<file path="src/rtl/ecc_ram_pkg.sv">
// rtl/ecc_ram_pkg.sv - shared types and helpers for the ECC RAM port arbiter
//
// Contents:
//   req_op_t       selected request (we, addr, wdata), sized to the widest supported port
//   scrub_state_t  background scrubber states
//   depthOf()      word count of a RAM with the given address width
package ecc_ram_pkg;

  // Ceiling widths for req_op_t; instances narrow these with width casts.
  localparam int unsigned REQ_ADDR_MAX_W = 16;
  localparam int unsigned REQ_DATA_MAX_W = 64;

  typedef struct packed {
    logic                      we;
    logic [REQ_ADDR_MAX_W-1:0] addr;
    logic [REQ_DATA_MAX_W-1:0] wdata;
  } req_op_t;

  typedef enum logic [2:0] {
    IDLE,
    SCRUB_RD,
    SCRUB_WAIT,
    SCRUB_CHK,
    SCRUB_WB
  } scrub_state_t;

  function automatic int unsigned depthOf(input int unsigned addrWidth);
    return 32'd1 << addrWidth;
  endfunction

endpackage

</file>
<file path="src/rtl/rr_arb2.sv">
// rtl/rr_arb2.sv - two-way round-robin arbiter, pointer moves only on a handshake
//
// Ports:
//   clk     clock
//   rstn    synchronous active-low reset (requester 0 wins the first tie)
//   enable  0 forces grant to zero
//   valid   per-requester request valid
//   grant   one-hot or zero; a grant is a handshake since it implies valid
module rr_arb2 (
  input  logic       clk,
  input  logic       rstn,
  input  logic       enable,
  input  logic [1:0] valid,
  output logic [1:0] grant
);

  // Index of the requester granted on the most recent handshake.
  logic lastGrant;

  always_comb begin
    grant = 2'b00;
    if (enable) begin
      unique case (valid)
        2'b01:   grant = 2'b01;
        2'b10:   grant = 2'b10;
        2'b11:   grant = lastGrant ? 2'b01 : 2'b10;
        default: grant = 2'b00;
      endcase
    end
  end

  always_ff @(posedge clk) begin
    if (!rstn) begin
      lastGrant <= 1'b1;
    end else if (|grant) begin
      lastGrant <= grant[1];
    end
  end

endmodule

</file>
<file path="src/rtl/ecc_ram_port_arbiter.sv">
// rtl/ecc_ram_port_arbiter.sv - shares one ECC RAM port between two requesters
//
// Ports:
//   clk, rstn                          clock, synchronous active-low reset
//   req_valid/ready/we/addr/wdata      two packed requesters, handshake on valid&ready
//   rsp_valid/id/rdata/err             one pulse per completed read, in issue order
//   ram_en/we/addr/din                 registered RAM port drive
//   ram_dout/ram_err                   RAM decoded data and error flag, one cycle after a read
//   err_cnt                            saturating count of reads that returned ram_err
//   scrub_busy                         background scrubber owns the RAM port
// Build option: ECC_SCRUB_EN adds the idle-time scrubber; otherwise scrub_busy is 0.
module ecc_ram_port_arbiter
  import ecc_ram_pkg::*;
#(
  parameter int DATA_WIDTH     = 8,
  parameter int ADDR_WIDTH     = 3,
  parameter int ERR_CNT_W      = 8,
  parameter int SCRUB_INTERVAL = 16
) (
  input  logic                    clk,
  input  logic                    rstn,
  input  logic [1:0]              req_valid,
  output logic [1:0]              req_ready,
  input  logic [1:0]              req_we,
  input  logic [2*ADDR_WIDTH-1:0] req_addr,
  input  logic [2*DATA_WIDTH-1:0] req_wdata,
  output logic                    rsp_valid,
  output logic                    rsp_id,
  output logic [DATA_WIDTH-1:0]   rsp_rdata,
  output logic                    rsp_err,
  output logic                    ram_en,
  output logic                    ram_we,
  output logic [ADDR_WIDTH-1:0]   ram_addr,
  output logic [DATA_WIDTH-1:0]   ram_din,
  input  logic [DATA_WIDTH-1:0]   ram_dout,
  input  logic                    ram_err,
  output logic [ERR_CNT_W-1:0]    err_cnt,
  output logic                    scrub_busy
);

  logic       scrubBusy;
  logic       scrubIssueRd;
  logic       scrubIssueWb;
  logic [1:0] grant;
  logic       accept;
  logic       grantIdx;
  req_op_t    selOp;
  logic       issueId;
  logic       issueScrub;
  logic       rdPend;
  logic       rdId;
  logic       rdScrub;
  logic       readInFlight;

  rr_arb2 uArb (
    .clk    (clk),
    .rstn   (rstn),
    .enable (rstn & ~scrubBusy),
    .valid  (req_valid),
    .grant  (grant)
  );

  assign req_ready    = grant;
  assign accept       = |grant;
  assign grantIdx     = grant[1];
  assign readInFlight = (ram_en & ~ram_we) | rdPend;

  always_comb begin
    selOp       = '0;
    selOp.we    = grantIdx ? req_we[1] : req_we[0];
    selOp.addr  = REQ_ADDR_MAX_W'(grantIdx ? req_addr[2*ADDR_WIDTH-1:ADDR_WIDTH]
                                           : req_addr[ADDR_WIDTH-1:0]);
    selOp.wdata = REQ_DATA_MAX_W'(grantIdx ? req_wdata[2*DATA_WIDTH-1:DATA_WIDTH]
                                           : req_wdata[DATA_WIDTH-1:0]);
  end

  // RAM port drive. The scrubber and requesters never both want the port:
  // grants are blocked while the scrubber is busy.
  always_ff @(posedge clk) begin
    if (!rstn) begin
      ram_en     <= 1'b0;
      ram_we     <= 1'b0;
      ram_addr   <= '0;
      ram_din    <= '0;
      issueId    <= 1'b0;
      issueScrub <= 1'b0;
    end else begin
      ram_en     <= 1'b0;
      ram_we     <= 1'b0;
      issueScrub <= 1'b0;
      if (scrubIssueRd) begin
        ram_en     <= 1'b1;
        ram_addr   <= scrubAddrOut();
        issueScrub <= 1'b1;
      end else if (scrubIssueWb) begin
        ram_en     <= 1'b1;
        ram_we     <= 1'b1;
        ram_addr   <= scrubAddrOut();
        ram_din    <= ram_dout;
        issueScrub <= 1'b1;
      end else if (accept) begin
        ram_en   <= 1'b1;
        ram_we   <= selOp.we;
        ram_addr <= ADDR_WIDTH'(selOp.addr);
        ram_din  <= DATA_WIDTH'(selOp.wdata);
        issueId  <= grantIdx;
      end
    end
  end

  // Read tracking: rdPend marks the cycle in which ram_dout/ram_err belong to a read.
  always_ff @(posedge clk) begin
    if (!rstn) begin
      rdPend  <= 1'b0;
      rdId    <= 1'b0;
      rdScrub <= 1'b0;
    end else begin
      rdPend  <= ram_en & ~ram_we;
      rdId    <= issueId;
      rdScrub <= issueScrub;
    end
  end

  // Responses and error counting. Scrub reads count errors (this is the
  // only place err_cnt moves) but never raise rsp_valid.
  always_ff @(posedge clk) begin
    if (!rstn) begin
      rsp_valid <= 1'b0;
      rsp_id    <= 1'b0;
      rsp_rdata <= '0;
      rsp_err   <= 1'b0;
      err_cnt   <= '0;
    end else begin
      rsp_valid <= rdPend & ~rdScrub;
      if (rdPend && !rdScrub) begin
        rsp_id    <= rdId;
        rsp_rdata <= ram_dout;
        rsp_err   <= ram_err;
      end
      if (rdPend && ram_err && !(&err_cnt)) begin
        err_cnt <= err_cnt + 1'b1;
      end
    end
  end

`ifdef ECC_SCRUB_EN
  localparam int unsigned DEPTH  = depthOf(ADDR_WIDTH);
  localparam int          IDLE_W = $clog2(SCRUB_INTERVAL + 1);

  scrub_state_t          state;
  scrub_state_t          stateNext;
  logic [IDLE_W-1:0]     idleCnt;
  logic [ADDR_WIDTH-1:0] scrubAddr;
  logic                  goScrub;
  logic                  stepDone;

  function automatic logic [ADDR_WIDTH-1:0] scrubAddrOut();
    return scrubAddr;
  endfunction

  assign goScrub = (state == IDLE) && (req_valid == 2'b00) && !readInFlight &&
                   (idleCnt == IDLE_W'(SCRUB_INTERVAL - 1));

  // Idle counter holds (rather than clears) while a read drains.
  always_ff @(posedge clk) begin
    if (!rstn || state != IDLE || req_valid != 2'b00 || goScrub) begin
      idleCnt <= '0;
    end else if (!readInFlight) begin
      idleCnt <= idleCnt + 1'b1;
    end
  end

  always_ff @(posedge clk) begin
    if (!rstn) begin
      scrubAddr <= '0;
    end else if (stepDone) begin
      scrubAddr <= (scrubAddr == ADDR_WIDTH'(DEPTH - 1)) ? '0 : scrubAddr + 1'b1;
    end
  end

  always_ff @(posedge clk) begin
    if (!rstn) begin
      state <= IDLE;
    end else begin
      state <= stateNext;
    end
  end

  always_comb begin
    stateNext = state;
    unique case (state)
      IDLE:       if (goScrub) stateNext = SCRUB_RD;
      SCRUB_RD:   stateNext = SCRUB_WAIT;
      SCRUB_WAIT: stateNext = SCRUB_CHK;
      SCRUB_CHK:  stateNext = ram_err ? SCRUB_WB : IDLE;
      SCRUB_WB:   stateNext = IDLE;
      default:    stateNext = IDLE;
    endcase
  end

  // In SCRUB_CHK ram_dout/ram_err belong to the scrub read issued in SCRUB_RD.
  always_comb begin
    scrubBusy    = (state != IDLE);
    scrubIssueRd = (state == SCRUB_RD);
    scrubIssueWb = (state == SCRUB_CHK) && ram_err;
    stepDone     = ((state == SCRUB_CHK) && !ram_err) || (state == SCRUB_WB);
  end
`else
  logic unusedScrubCfg;

  function automatic logic [ADDR_WIDTH-1:0] scrubAddrOut();
    return '0;
  endfunction

  assign unusedScrubCfg = (SCRUB_INTERVAL < 4);
  assign scrubBusy      = 1'b0;
  assign scrubIssueRd   = 1'b0;
  assign scrubIssueWb   = 1'b0;
`endif

  assign scrub_busy = scrubBusy;

endmodule

</file>
<file path="config.mk">
export PLATFORM = sky130hd
export DESIGN_NAME = ecc_ram_port_arbiter
export DESIGN_NICKNAME = d
export VERILOG_FILES = /design/src/rtl/ecc_ram_pkg.sv /design/src/rtl/rr_arb2.sv /design/src/rtl/ecc_ram_port_arbiter.sv
export SDC_FILE = /design/constraint.sdc
export NUM_CORES = 1
export LEC_CHECK = 0
export ABC_AREA = 1
export CAP_MARGIN = 40
export CORE_UTILIZATION = 37
export CTS_CLUSTER_DIAMETER = 60
export DETAILED_ROUTE_END_ITERATION = 10
export PLACE_DENSITY = 0.77
export SKIP_LAST_GASP = 1
export SYNTH_ARGS = -nofsm -noshare
export SYNTH_HDL_FRONTEND = slang
export SYNTH_HIERARCHICAL = 1
export SYNTH_SLANG_ARGS = --single-unit
</file>
<file path="constraint.sdc">
create_clock -name clk -period 1.4 [get_ports clk]
set_clock_uncertainty 0.15 [all_clocks]
set_input_delay 0.14 -clock clk [delete_from_list [all_inputs] [get_ports clk]]
set_output_delay 0.14 -clock clk [all_outputs]
set_load 0.02 [all_outputs]
</file>
==> out/qor.txt, run 1 <==
VDD IR max -> 561 uV
Critical Path AT -> 1550 ps
Fin crit period -> 1460 ps
Sink Count -> 36
Total Wirelength -> 3820 um
Critical Path RT -> 1480 ps
Yosys cell types -> 25
Rows -> 23
Hold-fix buffers, CTS -> 0
CTS tree -> built
Max_cap viols -> 0
CORE AREA -> 4000 sq um
IO buf count -> 70
Dpl cells -> 337
DR vias -> 1,640
Cells after synthesis -> 217
WL/cell -> 10.8 um
Gpl congestion -> 0.756
Register area -> 732 sq um
Setup TNS -> -556 ps
Critical Path Max Stage Delay -> 360 ps
Detailed Route Iter0 Violations -> 68
Crit end category -> flop
Die height -> 66.8 um
Highest Clock Rate -> 683 MHz
Slowest cell on crit path -> dfxtp_2
Slew Viols, Final -> 0
CP Launch Type -> flop
Initial antenna violation count -> 0
DRT Pass-1 Iters -> 4
Routed Antenna Nets -> 0
Status -> finished with violations
Fin cells -> 352
Gr usage total -> 0.189
PnR worst setup slack -> -64.3 ps
Share of the synthesized area in the top cell type -> 0.465
N_diodes -> 0
Dominant cells by area after synthesis -> dfxtp_1, nand2_1, nor2_1
Final setup fails -> 12
Largest delay share family, worst path -> buffers and inverters
Grt ovf -> 0
Period utilisation layout -> 1.05
FF+latch count, synth -> 36
DR vias/cell -> 4.66
Place WS -> -476 ps
Share of cells above drive strength 1 -> 0.192
RSZ-0062 raised after global routing -> true
Standby leakage power -> 0.00137 uW
Dominant cell type by area after synthesis -> dfxtp_1
Yosys warnings -> 6
Fillers -> 372
NumNets Final -> 339
Clk Latency, worst-skew pair -> 280 ps
Hold Vio Cnt, Final -> 0
Dpl hpwl -> 2690 um
# IOs -> 72
Worst path bufs/invs -> 4
Crit path kind -> reg -> reg
PD cells -> 891 nW/um^2
Initial core utilization -> 0.388
Die Wd -> 66.8 um
Residual DRC -> 0
Clk buf depth -> 2
Largest net degree at the start of global routing -> 34
Post-layout util -> 0.637
Violated checks -> setup timing
Clock transition at path regs -> 70 ps
H-tree depth -> 2
Critical Path Fanout Max -> 6
Mean post-synth cell area -> 7.15 sq um
Vias in the first global route -> 1,466
Hold Path Class -> in -> reg
Area taken by multi-input logic gates -> 759 sq um
Num CTS Buffers -> 5
Register area share after synthesis -> 0.465
Worst-path cell chain -> nand2_2, nand2_2, clkinvlp_4, buf_6, nor2_4, buf_6, a22oi_2, nand2_1, nand2_1, inv_1
Die area -> 4460 sq um
Clock root cell -> clkbuf_8
First-pass GRT wire length -> 6350 um
Syn_nets -> 255
Layout overhead on the synthesized area -> 64.1%
Mapped Area -> 1550 sq um
metrics by stage:
step,hold WS [ps],instance area [sq um],power [uW]
global placement,246,2370,1520
CTS,184,2500,2280
global route,218,2550,2390
finish,216,2550,2270
detailed placement,257,2370,1520
floorplan,62.7,1610,1300
report_power, final:
part	total, uW	switching [uW]	internal, uW
clock network	764	371	393
logic	413	202	210
registers	1090	23.5	1070
total	2270	597	1670
cell families after synthesis:
family | synth area share
simple gates | 0.323
compound gates | 0.0944
other cells | 0.00242
buf+inv | 0.107
flops | 0.465
fa+ha+maj | 0.00806
routing by layer:
layer,GRT usage,share of wire,vias to the layer above
met4,0.0585,0.0065,0
met5,0,0,-
li1,-,-,834
met2,0.316,0.48,58
met3,0.0856,0.090,3
met1,0.212,0.42,745
worst reg2reg max path: stages (launching register included):
cell        delay (ps)
dfxtp_2            360
nand2_2             50
nand2_2             80
clkinvlp_4         120
buf_6              140
nor2_4             130
buf_6              140
a22oi_2             50
nand2_1             80
nand2_1             60
inv_1               60
state kept, by name, summed over array words and instances, names as in the netlist:
signal / cells
err_cnt: 8
rsp_rdata: 8
rsp_id: 1
rsp_err: 1
ram_addr: 3
uArb/lastGrant: 1
ram_we: 1
rsp_valid: 1
ram_din: 8
issueId: 1
rdPend: 1
rdId: 1
ram_en: 1
path summary, 6_finish.rpt:
path                            depth (start not counted)        endpoint  slack [ps]            from
worst max-delay path                                   10      ram_din[0]         -60  uArb/lastGrant
worst min-delay path                                    4  uArb/lastGrant         220            rstn
worst max register to register                         10      ram_din[0]         -60  uArb/lastGrant
worst min register to register                          1          rdPend         260          ram_we
placed cells by master, fill, tap and decap left out, types with 2 or more instances in the layout:
cell type	netlist	final
nand2_4	0	3
a21oi_1	5	4
o21ai_0	9	9
dlygate4sd2_1	0	35
clkdlybuf4s50_1	0	33
dfxtp_1	36	31
clkbuf_8	0	6
nand2_1	62	58
buf_4	1	10
nor2_4	1	5
buf_6	2	4
a22oi_1	7	5
dfxtp_4	0	2
nand3_1	10	10
a21oi_2	2	2
dfxtp_2	0	3
nand3_2	4	4
a22oi_2	0	2
clkinv_2	0	2
nand2_2	3	5
inv_1	28	24
inv_2	0	3
nor2_1	33	29
synthesized netlist by cell type, drive strengths merged:
library cell  number
a21oi              7
a22oi              7
buf                6
clkbuf             3
clkinv             1
conb               1
dfxtp             36
ha                 1
inv               28
nand2             65
nand3             14
nand3b             1
nand4              1
nor2              35
nor3               1
o21ai              9
o22ai              1
cell type report:
class                   count  share of cell area
repair buffers             85               0.309
multi-input cells         144               0.298
flip-flops and latches     36               0.287
inverters                  29              0.0442
clock buffers               6              0.0324
well taps                  50              0.0246
clock inverters             2             0.00393
timing repair:
action                     CTS  global route
setup endpoints to repair   50            21
gates resized for setup     52            13
pin swaps                    4             6
gates cloned                 2             0
setup buffers                4             2
(Power assumes the default switching activity.)
==> run 2, diff against run 1 <==
- SKIP_CTS_REPAIR_TIMING: unset -> 1
- SLEW_MARGIN: unset -> 20
==> run 2 against run 1 <==
Against the previous run:
- the run still ends with setup timing left
- combinational power is 7.5% higher
- setup slack worse by 63 ps
- highest routed layer unchanged
- critical path depth decreased by 6
- register-to-register slack worse by 60 ps
- critical endpoint is now req_ready[1]
==> out/qor.txt, run 2 (synthesis results as in run 1) <==
Status -> finished with violations
Violated checks -> setup timing
Worst reg2reg startpoint -> uArb/lastGrant
Clk buf depth -> 2 (unchanged)
Worst path bufs/invs -> 2 (-2)
Clock transition at path regs -> 80 ps (about the same)
Power Total -> 2300 uW (+1.5%)
Detailed Route Iter0 Violations -> 53 (-22%)
VDD IR max -> 562 uV (+0.18%)
Critical Path Max Stage Delay -> 360 ps (about the same)
PD cells -> 850 nW/um^2 (-4.6%)
Final instance area -> 2710 sq um (+6.3%)
Standby leakage power -> 0.00184 uW (+34%)
Die Wd -> 66.8 um (unchanged)
Die area -> 4460 sq um (unchanged)
Slew Viols, Final -> 0 (unchanged)
Fillers -> 337 (-9.4%)
Num CTS Buffers -> 5 (unchanged)
Place WS -> -476 ps (unchanged)
Int Pwr -> 1690 uW (+1.3%)
Post-placement cell area -> 2370 sq um (unchanged)
Fin cells -> 352 (unchanged)
Gr usage total -> 0.178 (-0.0104)
Total Wirelength -> 4110 um (+7.5%)
WL/cell -> 11.7 um (+7.5%)
Critical Path Fanout Max -> 6 (unchanged)
IO buf count -> 70 (unchanged)
Highest Clock Rate -> 655 MHz (-4.1%)
H-tree depth -> 2 (unchanged)
RSZ-0062 raised after global routing -> true
Largest regs -> err_cnt x8, ram_din x8, rsp_rdata x8
Die height -> 66.8 um (unchanged)
# IOs -> 72 (unchanged)
N_diodes -> 0 (unchanged)
Fin crit period -> 1530 ps (+62.5 ps)
Vias in the first global route -> 1,400 (-4.5%)
Largest delay share family, worst path -> buffers and inverters
CP Launch Type -> flop
CTS tree -> built
CORE AREA -> 4000 sq um (unchanged)
Hold Path Class -> in -> reg
Grt ovf -> 0 (unchanged)
Max_cap viols -> 0 (unchanged)
Dpl hpwl -> 2690 um (unchanged)
PnR worst setup slack -> -127 ps (-62.5 ps)
First-pass GRT wire length -> 6020 um (-5.1%)
Clk Latency, worst-skew pair -> 280 ps (about the same)
Reg power frac -> 0.474 (-0.007)
Clock share of power -> 0.333 (-0.004)
DR vias/cell -> 4.71 (+1.2%)
Slowest cell on crit path -> dfxtp_2
Dpl cells -> 337 (unchanged)
Crit path kind -> reg -> out
Sink Count -> 36 (unchanged)
Critical hold path startpoint -> req_valid[0]
Net Switching -> 609 uW (+2.1%)
Net Sw Frac -> 0.265 (+0.00157)
Critical Path RT -> 1110 ps (-370 ps)
Residual DRC -> 0 (unchanged)
Share of cells above drive strength 1 -> 0.209 (+0.0166)
Hold Vio Cnt, Final -> 0 (unchanged)
CP dominant cell by count -> nand2_2
Rows -> 23 (unchanged)
Initial core utilization -> 0.388 (unchanged)
Crit end category -> output pin
Routed Antenna Nets -> 0 (unchanged)
DR vias -> 1,659 (+1.2%)
Layout overhead on the synthesized area -> 74.5%
Final setup fails -> 12 (unchanged)
Most frequent cells in the layout -> nand2_1, dlymetal6s2s_1, clkdlybuf4s50_1, dfxtp_1, nor2_1
Largest net degree at the start of global routing -> 34 (unchanged)
Period utilisation layout -> 1.09 (+0.0446)
Critical Path AT -> 1240 ps (-310 ps)
Initial antenna violation count -> 0 (unchanged)
Worst-path cell chain -> nand2_2, nand2_2, clkinvlp_4, dlymetal6s2s_1
NumNets Final -> 339 (unchanged)
Gate power share -> 0.193 (+0.011)
Clock root cell -> clkbuf_8
DRT Pass-1 Iters -> 4 (unchanged)
Most common cell after layout, fill and taps aside -> nand2_1
Gpl congestion -> 0.756 (unchanged)
CP Launch Point -> uArb/lastGrant
Setup TNS -> -851 ps (-296 ps)
-- run 2: cell count changes in the layout (fill, tap and decap cells not counted), sizes merged --
cell          delta
dlygate4sd2     -35
clkbuf           -1
dlymetal6s2s    +36
nor2             +1
buf              -1
-- run 2: worst paths after layout --
check        cells after the start        endpoint  slack (ps)
min reg2reg                      1          rdPend         260
max                              4    req_ready[1]        -130
max reg2reg                      8      ram_din[7]        -120
min                              4  uArb/lastGrant         100
-- run 2: worst reg2reg max path, delay by kind of cell (launching register included) --
family                 cells  cell delay (ps)
and+or+nand+nor            4              290
buffers and inverters      3              430
AOI/OAI and AO/OA          1              210
DFF                        1              360
-- run 2: metal layers --
| layer | up-vias | GRT usage | share of wire |
|---|---|---|---|
| met1 | 759 | 0.201 | 0.41 |
| met3 | 5 | 0.0822 | 0.075 |
| met2 | 58 | 0.295 | 0.50 |
| li1 | 837 | - | - |
| met4 | 0 | 0.0559 | 0.0095 |
| met5 | - | 0 | 0 |
-- run 2: cell type report --
cell class	count	area (sq um)	share of cell area
flip-flops and latches	36	732	0.270
inverters	29	115	0.0425
multi-input cells	145	793	0.293
clock buffers	6	82.6	0.0305
repair buffers	84	912	0.337
clock inverters	2	10.0	0.00370
well taps	50	62.6	0.0231
-- run 2: power groups by stage --
stage / clock (uW) / sequential [uW] / combinational, uW
after floorplan: 0 / 1160 / 141
after global placement: 0 / 1110 / 401
after detailed placement: 0 / 1120 / 409
after CTS: 784 / 1090 / 410
after global routing: 838 / 1100 / 481
final: 766 / 1090 / 444
-- run 2: stage by stage --
stage               hold WS, ps  utilization
floorplan                  62.7            -
CTS                         268        0.616
global placement            246        0.593
finish                      105        0.677
global route                107        0.677
detailed placement          257        0.593
